[src/rtl/tf_bus_pkg.sv]
// Shared definitions for the 68k bus termination logic.
// Holds the controller state encoding, the default timing parameters and a
// helper that sizes the wait-state counter so it can reach TIMEOUT.
package tf_bus_pkg;

    typedef enum logic [2:0] {
        ST_IDLE    = 3'd0,
        ST_WAIT    = 3'd1,
        ST_ACK     = 3'd2,
        ST_ERR     = 3'd3,
        ST_RELEASE = 3'd4
    } bus_state_e;

    localparam int DEF_WAIT_STATES = 4;
    localparam int DEF_TIMEOUT     = 64;
    localparam int DEF_SYNC_STAGES = 2;

    // Width needed for a counter that saturates at 'timeout'.
    function automatic int cnt_width(input int timeout);
        return $clog2(timeout + 1);
    endfunction

endpackage

[src/rtl/dtack_gen_if.sv]
// Bus-side signal bundle of the DTACK generator.
//   AS     : 68k address strobe, active low, asynchronous to the clock
//   RW     : 68k read/write, high = read
//   SEL    : address decode hit from the target, active high
//   READY  : target ready, low extends the wait
//   DTACK  : data acknowledge, active low
//   BERR   : bus error, active low
//   OE     : pad enable for DTACK/BERR, low = tri-state
//   STROBE : one-clock pulse at an accepted cycle start
//   RW_L   : RW captured at cycle acceptance
//   BUSY   : controller is not idle
// slave  : the generator side; master : the bus/initiator side.
interface dtack_gen_if;
    logic AS;
    logic RW;
    logic SEL;
    logic READY;
    logic DTACK;
    logic BERR;
    logic OE;
    logic STROBE;
    logic RW_L;
    logic BUSY;

    modport slave (
        input  AS, RW, SEL, READY,
        output DTACK, BERR, OE, STROBE, RW_L, BUSY
    );

    modport master (
        output AS, RW, SEL, READY,
        input  DTACK, BERR, OE, STROBE, RW_L, BUSY
    );
endinterface

[src/rtl/dtack_gen_as_sync.sv]
// Address-strobe synchroniser.
// Passes the asynchronous, active-low AS through SYNC_STAGES flops that
// reset to 1 (strobe negated).
//   clk      : sampling clock
//   rst      : synchronous, active-high reset
//   as_n     : raw asynchronous address strobe
//   as_s     : synchronised address strobe
//   as_valid : high once every stage holds a post-reset sample of AS, so
//              as_s no longer reflects the reset value of the chain
module as_sync
    import tf_bus_pkg::*;
#(
    parameter int SYNC_STAGES = DEF_SYNC_STAGES
) (
    input  logic clk,
    input  logic rst,
    input  logic as_n,
    output logic as_s,
    output logic as_valid
);

    localparam int            FW         = $clog2(SYNC_STAGES + 1);
    localparam logic [FW-1:0] FLUSH_DONE = FW'(SYNC_STAGES);

    logic [SYNC_STAGES-1:0] sync_q;
    logic [FW-1:0]          flush_q;

    always_ff @(posedge clk) begin
        if (rst) begin
            sync_q  <= '1;
            flush_q <= '0;
        end else begin
            sync_q <= {sync_q[SYNC_STAGES-2:0], as_n};
            if (flush_q != FLUSH_DONE) begin
                flush_q <= flush_q + FW'(1);
            end
        end
    end

    assign as_s     = sync_q[SYNC_STAGES-1];
    assign as_valid = (flush_q == FLUSH_DONE);

endmodule

[src/rtl/dtack_gen.sv]
// 68k DTACK / BERR generator.
// Accepts a bus cycle when the synchronised AS falls while the target is
// selected, counts wait states, then terminates with DTACK (target ready
// after WAIT_STATES clocks) or BERR (no termination within TIMEOUT clocks).
// The chosen strobe is held until AS negates, then actively driven high for
// one clock before the pads are released.
//   CLKCPU : sole clock, rising edge
//   RESET  : synchronous, active-high reset
//   bus    : dtack_gen_if.slave (AS, RW, SEL, READY in; DTACK, BERR, OE,
//            STROBE, RW_L, BUSY out, all outputs registered)
module dtack_gen
    import tf_bus_pkg::*;
#(
    parameter int WAIT_STATES = DEF_WAIT_STATES,
    parameter int TIMEOUT     = DEF_TIMEOUT,
    parameter int SYNC_STAGES = DEF_SYNC_STAGES
) (
    input  logic         CLKCPU,
    input  logic         RESET,
    dtack_gen_if.slave   bus
);

    localparam int            CW     = cnt_width(TIMEOUT);
    localparam logic [CW-1:0] WS_CNT = CW'(WAIT_STATES);
    localparam logic [CW-1:0] TO_CNT = CW'(TIMEOUT);

    bus_state_e    state_q;
    logic [CW-1:0] count_q;
    logic          armed_q;
    logic          as_s;
    logic          as_valid;
    logic          ws_reached;

    as_sync #(
        .SYNC_STAGES (SYNC_STAGES)
    ) u_as_sync (
        .clk      (CLKCPU),
        .rst      (RESET),
        .as_n     (bus.AS),
        .as_s     (as_s),
        .as_valid (as_valid)
    );

    // With zero wait states the threshold is always met; keeping the compare
    // out of that build avoids a degenerate unsigned >= 0.
    generate
        if (WAIT_STATES == 0) begin : g_ws_zero
            assign ws_reached = 1'b1;
        end else begin : g_ws_cmp
            assign ws_reached = (count_q >= WS_CNT);
        end
    endgenerate

    always_ff @(posedge CLKCPU) begin
        if (RESET) begin
            state_q    <= ST_IDLE;
            count_q    <= '0;
            armed_q    <= 1'b0;
            bus.DTACK  <= 1'b1;
            bus.BERR   <= 1'b1;
            bus.OE     <= 1'b0;
            bus.STROBE <= 1'b0;
            bus.RW_L   <= 1'b1;
            bus.BUSY   <= 1'b0;
        end else begin
            bus.STROBE <= 1'b0;

            // A cycle may only be accepted after AS has been seen negated.
            // Until the synchroniser is flushed, its reset value is not a real
            // observation, so an AS held low through reset stays foreign.
            if (as_valid && as_s) begin
                armed_q <= 1'b1;
            end

            unique case (state_q)
                ST_IDLE: begin
                    if (!as_s) begin
                        if (bus.SEL && armed_q) begin
                            state_q    <= ST_WAIT;
                            count_q    <= '0;
                            bus.RW_L   <= bus.RW;
                            bus.STROBE <= 1'b1;
                            bus.BUSY   <= 1'b1;
                        end else if (!bus.SEL) begin
                            armed_q <= 1'b0;
                        end
                    end
                end

                // Abort beats acknowledge, acknowledge beats timeout.
                ST_WAIT: begin
                    if (count_q != TO_CNT) begin
                        count_q <= count_q + CW'(1);
                    end
                    if (as_s) begin
                        state_q  <= ST_IDLE;
                        bus.BUSY <= 1'b0;
                    end else if (ws_reached && bus.READY) begin
                        state_q   <= ST_ACK;
                        bus.DTACK <= 1'b0;
                        bus.OE    <= 1'b1;
                    end else if (count_q == TO_CNT) begin
                        state_q  <= ST_ERR;
                        bus.BERR <= 1'b0;
                        bus.OE   <= 1'b1;
                    end
                end

                ST_ACK, ST_ERR: begin
                    if (as_s) begin
                        state_q   <= ST_RELEASE;
                        bus.DTACK <= 1'b1;
                        bus.BERR  <= 1'b1;
                    end
                end

                ST_RELEASE: begin
                    state_q  <= ST_IDLE;
                    bus.OE   <= 1'b0;
                    bus.BUSY <= 1'b0;
                end

                default: begin
                    state_q   <= ST_IDLE;
                    bus.DTACK <= 1'b1;
                    bus.BERR  <= 1'b1;
                    bus.OE    <= 1'b0;
                    bus.BUSY  <= 1'b0;
                end
            endcase
        end
    end

endmodule

[src/flat_wrapper.sv]
// flat-port wrapper written by rule: the top's interface ports become plain ports
module dtack_gen_flat import tf_bus_pkg::*;
#(
    parameter int WAIT_STATES = DEF_WAIT_STATES,
    parameter int TIMEOUT     = DEF_TIMEOUT,
    parameter int SYNC_STAGES = DEF_SYNC_STAGES
)
  (CLKCPU, RESET, bus_AS, bus_RW, bus_SEL, bus_READY, bus_DTACK, bus_BERR, bus_OE, bus_STROBE, bus_RW_L, bus_BUSY);
  dtack_gen_if bus_i ();
  input  logic CLKCPU;
  input  logic RESET;
  input wire logic [$bits(bus_i.AS)-1:0] bus_AS;
  input wire logic [$bits(bus_i.RW)-1:0] bus_RW;
  input wire logic [$bits(bus_i.SEL)-1:0] bus_SEL;
  input wire logic [$bits(bus_i.READY)-1:0] bus_READY;
  output wire logic [$bits(bus_i.DTACK)-1:0] bus_DTACK;
  output wire logic [$bits(bus_i.BERR)-1:0] bus_BERR;
  output wire logic [$bits(bus_i.OE)-1:0] bus_OE;
  output wire logic [$bits(bus_i.STROBE)-1:0] bus_STROBE;
  output wire logic [$bits(bus_i.RW_L)-1:0] bus_RW_L;
  output wire logic [$bits(bus_i.BUSY)-1:0] bus_BUSY;
  assign bus_i.AS = bus_AS;
  assign bus_i.RW = bus_RW;
  assign bus_i.SEL = bus_SEL;
  assign bus_i.READY = bus_READY;
  assign bus_DTACK = bus_i.DTACK;
  assign bus_BERR = bus_i.BERR;
  assign bus_OE = bus_i.OE;
  assign bus_STROBE = bus_i.STROBE;
  assign bus_RW_L = bus_i.RW_L;
  assign bus_BUSY = bus_i.BUSY;
  dtack_gen #(.WAIT_STATES(WAIT_STATES), .TIMEOUT(TIMEOUT), .SYNC_STAGES(SYNC_STAGES)) u_core (.CLKCPU(CLKCPU), .RESET(RESET), .bus(bus_i));
endmodule
[config.mk]
export PLATFORM = sky130hd
export DESIGN_NAME = dtack_gen_flat
export DESIGN_NICKNAME = d
export VERILOG_FILES = /design/src/rtl/tf_bus_pkg.sv /design/src/rtl/dtack_gen_if.sv /design/src/rtl/dtack_gen_as_sync.sv /design/src/rtl/dtack_gen.sv /design/src/flat_wrapper.sv
export SDC_FILE = /design/constraint.sdc
export NUM_CORES = 1
export LEC_CHECK = 0
export ABC_AREA = 1
export ABC_CLOCK_PERIOD_IN_PS = 3900
export CAP_MARGIN = 20
export CORE_MARGIN = 2
export CORE_UTILIZATION = 35
export CTS_CLUSTER_SIZE = 14
export DETAILED_ROUTE_END_ITERATION = 10
export PLACE_DENSITY_LB_ADDON = 0.3
export SLEW_MARGIN = 20
export SYNTH_ARGS = -nofsm -noshare
export SYNTH_HDL_FRONTEND = slang
export SYNTH_SLANG_ARGS = --single-unit
[constraint.sdc]
create_clock -name CLKCPU -period 3.9 [get_ports CLKCPU]
set_input_delay 0.78 -clock CLKCPU [delete_from_list [all_inputs] [get_ports CLKCPU]]
set_output_delay 0.78 -clock CLKCPU [all_outputs]
set_load 0.005 [all_outputs]
==> results.md, run 1 <==
* Met2 Use GR at 21.59%
* Number of global-route vias before repair at 831
* Tmin final at 1.937 ns
* Cts bufs inserted at 3
* Worst-path cell chain: clkdlybuf4s50_1
* Layout cells sized above 1 at 8.974%
* Max Slew Vio Count at 0
* CP max stage cell: clkdlybuf4s50_1
* Hold EP: u_core.u_as_sync.sync_q[1]
* Fin cells at around 190
* PwrDens at 409.6 nW/um2
* Status: finished clean
* Initial DRC Count at 23
* Wirelength per Cell at 10.36 um
* Post_cts resized at 0
* Setup Fix Bufs, Post-CTS at 0
* Clk buf depth at 2
* Hold-critical path depth at 1
* Synth cell count leaders: nand2_1 (33), dfxtp_1 (21), nor2_1 (20)
* Most frequent cell after synthesis: nand2_1
* Ant diodes at 0
* CP Max Fanout at 2
* Post-route cell area at 1174 um2
* CP max stage delay at roughly 0.50 ns
* Asr flop ratio synth at 0%
* Startpoint Class: register
* Final hold vios at 0
* Setup-failing EPs final at 0
* Final period util at roughly half
* WP data required at 3.12 ns
* Post-Route WL at about 1900 um
* Synth area leaders: dfxtp_1 (42%), nand2_1 (12%), nor2_1 (7.5%)
* I/O Pins at 12
* Initial Util at 36.61%
* Synth Net Count at 151
* First-pass GRT wire length at around 3600 um
* All-Layer GR Usage at 14.16%
* Gate Count Post-Synth at 142
* Yosys cell types at 23
* Seq/Total Area, Yosys at 42.00%
* Crit Path Class: reg2out
* DRC at 0
* Largest net degree at the start of global routing at 15
* RSZ-0062 raised after global routing: false
* Endpoint class of the critical path: output pin
* Met1 Track Usage GR at roughly a fifth
* Max_cap viols at 0
* Hold_sp: u_core.u_as_sync.sync_q[0]
* CP bufs+invs at 1
* GR Util met3 at between 2 and 3%
* Die H at 57.48 um
* Nets at 166
* Yosys warns at 0
* Crit path DAT at around 1.2 ns
* Hold_buf cts at 0
* Fmax at 516.2 MHz
* Synthesis-to-layout area growth at 17.25%
* Clk sinks at 21
* Clock latency on the worst-skew pair at 0.30 ns
* Post-Syn Area at 1001 um2
* Min-Delay Path Class: reg2reg
* Post-Place Cell Area at 1146 um2
* Ys flop type: dfxtp_1
* Site row count at 19
* ANT nets after route at 0
* Layer with the highest usage: met2
* Worst VDD drop at 0.0002283 V
* RePlAce Congestion at 0.7803
* Leak Pwr at roughly 0.5 nW
* Clock Skew at 0.008235 ns
* Vias per Instance at 4.647
* Final TNS setup at 0 ns
* Footprint of the multi-input gates at 513.0 um2
* CP delay by family, top: buffers and inverters
* Area leader, netlist: dfxtp_1
* CTS clk-pin slew, worst paths at 0.12 ns
* Syn avg cell area at approximately 7 um2
* Initial antenna violation count at 0
* Die W at 57.48 um
* Worst hold margin at ~0.42 ns
* Reg2reg path depth at 10
* Internal reg-to-reg setup slack at between 2 and 2.5 ns
* Reg-to-Reg End: u_core.count_q[2]
* Register area at 420.4 um2
* Number of I/O port buffers at 11
* Worst-margin pin slew at 0.4846 ns
* CTS tree: built
* #FFs+latches synth at 21
* Tot Pwr at 0.4808 mW
* FILL cells at 275
* Final HPWL DP at 1451 um
* CTS H-tree lvls at 1
* Number of flops mapped to enable cells by yosys at 0
* Die Area at approximately 3300 um2
* Root buffer cell: clkbuf_4
* Post-Place Cells at 183
* Pre-antenna DRT Iters at 4
* Via count at 869
* Area of the core at 2734 um2
* Worst slew margin relative to its limit at 67.59%
* Reg-to-reg startpoint: u_core.count_q[0]
* Grt ovf at 0
* Yosys top cell area share at 42.00%
[state kept, by name (all words and copies together) (netlist names), 2 cells and up]
register	cells
u_core.u_as_sync.flush_q	2
u_core.state_q	3
u_core.u_as_sync.sync_q	2
u_core.count_q	7
[report_power, final]
part           internal, mW  switching [mW]
combinational        0.0490          0.0774
sequential            0.237          0.0132
clock                0.0382          0.0660
[cell usage in the layout, fill, tap and decap left out, types with 2 or more instances in the layout]
master,count
o21ai_0,6
nand2_1,33
ha_1,3
clkdlybuf4s50_1,11
nand2_2,2
nand4_1,2
inv_1,16
or2_2,2
clkbuf_4,3
a21oi_1,13
nand3_1,12
dfxtp_1,21
nor2_1,20
[metrics by stage]
step / utilization (%) / setup WS, ns
floorplan: - / 2.436
global placement: 41.92 / 1.834
detailed placement: 41.92 / 1.806
CTS: 42.93 / 1.950
global route: 42.93 / 1.909
finish: 42.93 / 1.963
[logic make-up (layout without fill, tap and decap cells)]
logic type      after synthesis  in the layout  synth area share (%)
buf+inv                      18             32                 6.750
fa+ha+maj                     3              3                 3.750
simple gates                 77             77                 35.25
compound gates               23             23                 12.25
flops                        21             21                 42.00
[per-layer routing]
layer / vias to the layer above / part of all wire [%]
met4: 0 / 1.8
met1: 363 / 53
met3: 2 / 2.6
li1: 488 / -
met5: - / 0
met2: 16 / 43
[worst max-delay path by stage]
stage / slack, ns / end / depth (start not counted) / startpoint
global route: 1.91 / bus_DTACK / 1 / u_core.bus.DTACK
finish: 1.96 / bus_BUSY / 1 / u_core.bus.BUSY
floorplan: 2.44 / u_core.count_q[2] / 7 / bus_SEL
detailed placement: 1.81 / u_core.bus.BERR / 5 / RESET
CTS: 1.95 / bus_BUSY / 1 / u_core.bus.BUSY
global placement: 1.83 / u_core.count_q[2] / 8 / bus_SEL
[final cells by class]
type / count / share of cell area [%]
timing repair buffer: 11 / 9.382
clock buffer: 3 / 1.919
multi-input combinational: 103 / 43.71
clock inverter: 1 / 0.4264
tap: 31 / 3.305
inverter: 17 / 5.437
sequential: 21 / 35.82
(Power assumes the default switching activity.)
==> run 2: changes to the inputs <==
Settings changed: ABC_CLOCK_PERIOD_IN_PS 3900 to 1940.
Clock period 3.9 ns to 1.94 ns, I/O delays scaled along.
==> results.md, run 2 (synthesis gave the netlist of run 1 again) <==
* Worst slew margin relative to its limit at 75.26%
* CP max stage cell: clkdlybuf4s50_1
* Tot Pwr at 0.9762 mW
* Met2 Use GR at 20.62%
* Pre-antenna DRT Iters at 4
* Setup-failing EPs final at 0
* Die Area at 3303 um2
* CP Depth at 1
* Worst VDD drop at ~0.00051 V
* Max_cap viols at 0
* Hold_buf cts at 0
* Initial antenna violation count at 0
* Final TNS setup at 0 ns
* Startpoint Class: register
* First-pass GRT wire length at 3498 um
* Ant diodes at 0
* Post_cts resized at 0
* Initial Util at 36.61%
* Layer with the highest usage: met2
* CP Max Fanout at 2
* RePlAce Congestion at 0.8121
* Clock Skew at between 0.0015 and 0.002 ns
* CP bufs+invs at 1
* CTS tree: built
* FILL cells at 282
* Cts bufs inserted at 3
* Number of I/O port buffers at 11
* Setup Fix Bufs, Post-CTS at 0
* Met1 Track Usage GR at 18.40%
* Leak Pwr at approximately 0.50 nW
* WP data required at 1.55 ns
* Max Slew Vio Count at 0
* Final period util at between 80% and 90%
* Layout cells sized above 1 at 9.554%
* Worst hold margin at around 0.42 ns
* Clk buf depth at 2
* Root buffer cell: clkbuf_4
* Clock latency on the worst-skew pair at 0.31 ns
* CP delay by family, top: buffers and inverters
* Die H at 57.48 um
* Tmin final at approximately 1.6 ns
* Area of the core at 2734 um2
* CTS clk-pin slew, worst paths at 0.12 ns
* All-Layer GR Usage at 13.36%
* ANT nets after route at 0
* DRC at 0
* Crit path DAT at about 1.2 ns
* Worst-path cell chain: clkdlybuf4s50_1
* Final hold vios at 0
* Die W at 57.48 um
* Nets at 167
* Grt ovf at 0
* GR Util met3 at slightly above 2%
* Final HPWL DP at ~1500 um
* I/O Pins at 12
* Post-Route WL at 1941 um
* Number of global-route vias before repair at 824
* Via count at slightly above 900
* Hold-critical path depth at 1
* Synthesis-to-layout area growth at 18.00%
* Site row count at 19
* Crit Path Class: reg2out
* RSZ-0062 raised after global routing: false
* Min-Delay Path Class: reg2reg
* Largest net degree at the start of global routing at 13
* Largest regs: u_core.count_q x7, u_core.state_q x3
* CTS H-tree lvls at 1
* Max FFs per register at 7
* Reg2reg path depth at 10
* Most frequent cells in the layout: nand2_1 (33), dfxtp_1 (21), nor2_1 (20)
* Commonest non-fill, non-tap cell in the layout: nand2_1
* Top reg by flops: u_core.count_q
* Endpoint class of the critical path: output pin
* Initial DRC Count at 24
* Worst-margin pin slew at 0.3700 ns
* Status: finished clean
* Clk sinks at 21
* Fmax at 643.6 MHz
* Wirelength per Cell at 10.32 um
* CP max stage delay at 0.50 ns
* PwrDens at 826.5 nW/um2
* Vias per Instance at between 4 and 5
==> run 2: cell count changes in the layout (fill, tap and decap cells not counted) <==
cell / previous run / this run
buf_4: 0 / 1
==> run 2: power breakdown <==
part           internal (mW)  leakage, nW  switching [mW]
Clock                 0.0770       0.0177           0.141
Sequential             0.476        0.171          0.0260
Combinational          0.101        0.315           0.155
==> run 2: cell type report <==
type | count | area [um2] | share of cell area [%]
Clock inverter | 1 | 5.005 | 0.4237
Sequential cell | 21 | 420.4 | 35.59
Multi-Input combinational cell | 103 | 513.0 | 43.43
Clock buffer | 3 | 22.52 | 1.907
Inverter | 17 | 63.81 | 5.403
Tap cell | 31 | 38.79 | 3.284
Timing Repair Buffer | 12 | 117.6 | 9.958
==> run 2: routing by layer <==
metal | part of all wire (%) | routed length [um] | up-vias
met5 | 0 | 0 | -
met4 | 2.1 | 40 | 0
met1 | 51 | 990 | 411
li1 | - | - | 490
met3 | 2.7 | 53 | 4
met2 | 44 | 856 | 11
==> run 2: final timing paths <==
kind / start / endpoint / slack (ns)
hold reg to reg: u_core.u_as_sync.sync_q[0] / u_core.u_as_sync.sync_q[1] / 0.42
setup reg to reg: u_core.count_q[0] / u_core.count_q[2] / 0.48
setup / recovery: u_core.bus.DTACK / bus_DTACK / 0.39
hold / removal: u_core.u_as_sync.sync_q[0] / u_core.u_as_sync.sync_q[1] / 0.42
==> run 2: through the flow <==
stage                     instances  setup slack [ns]  instance area, um2  util (%)
final                           188            0.3863                1181     43.20
after global placement          184            0.3498                1154     42.20
after global routing            188            0.2714                1181     43.20
after CTS                       188            0.3702                1181     43.20
after floorplan                 142            0.6325                1001         -
after detailed placement        184            0.3038                1154     42.20
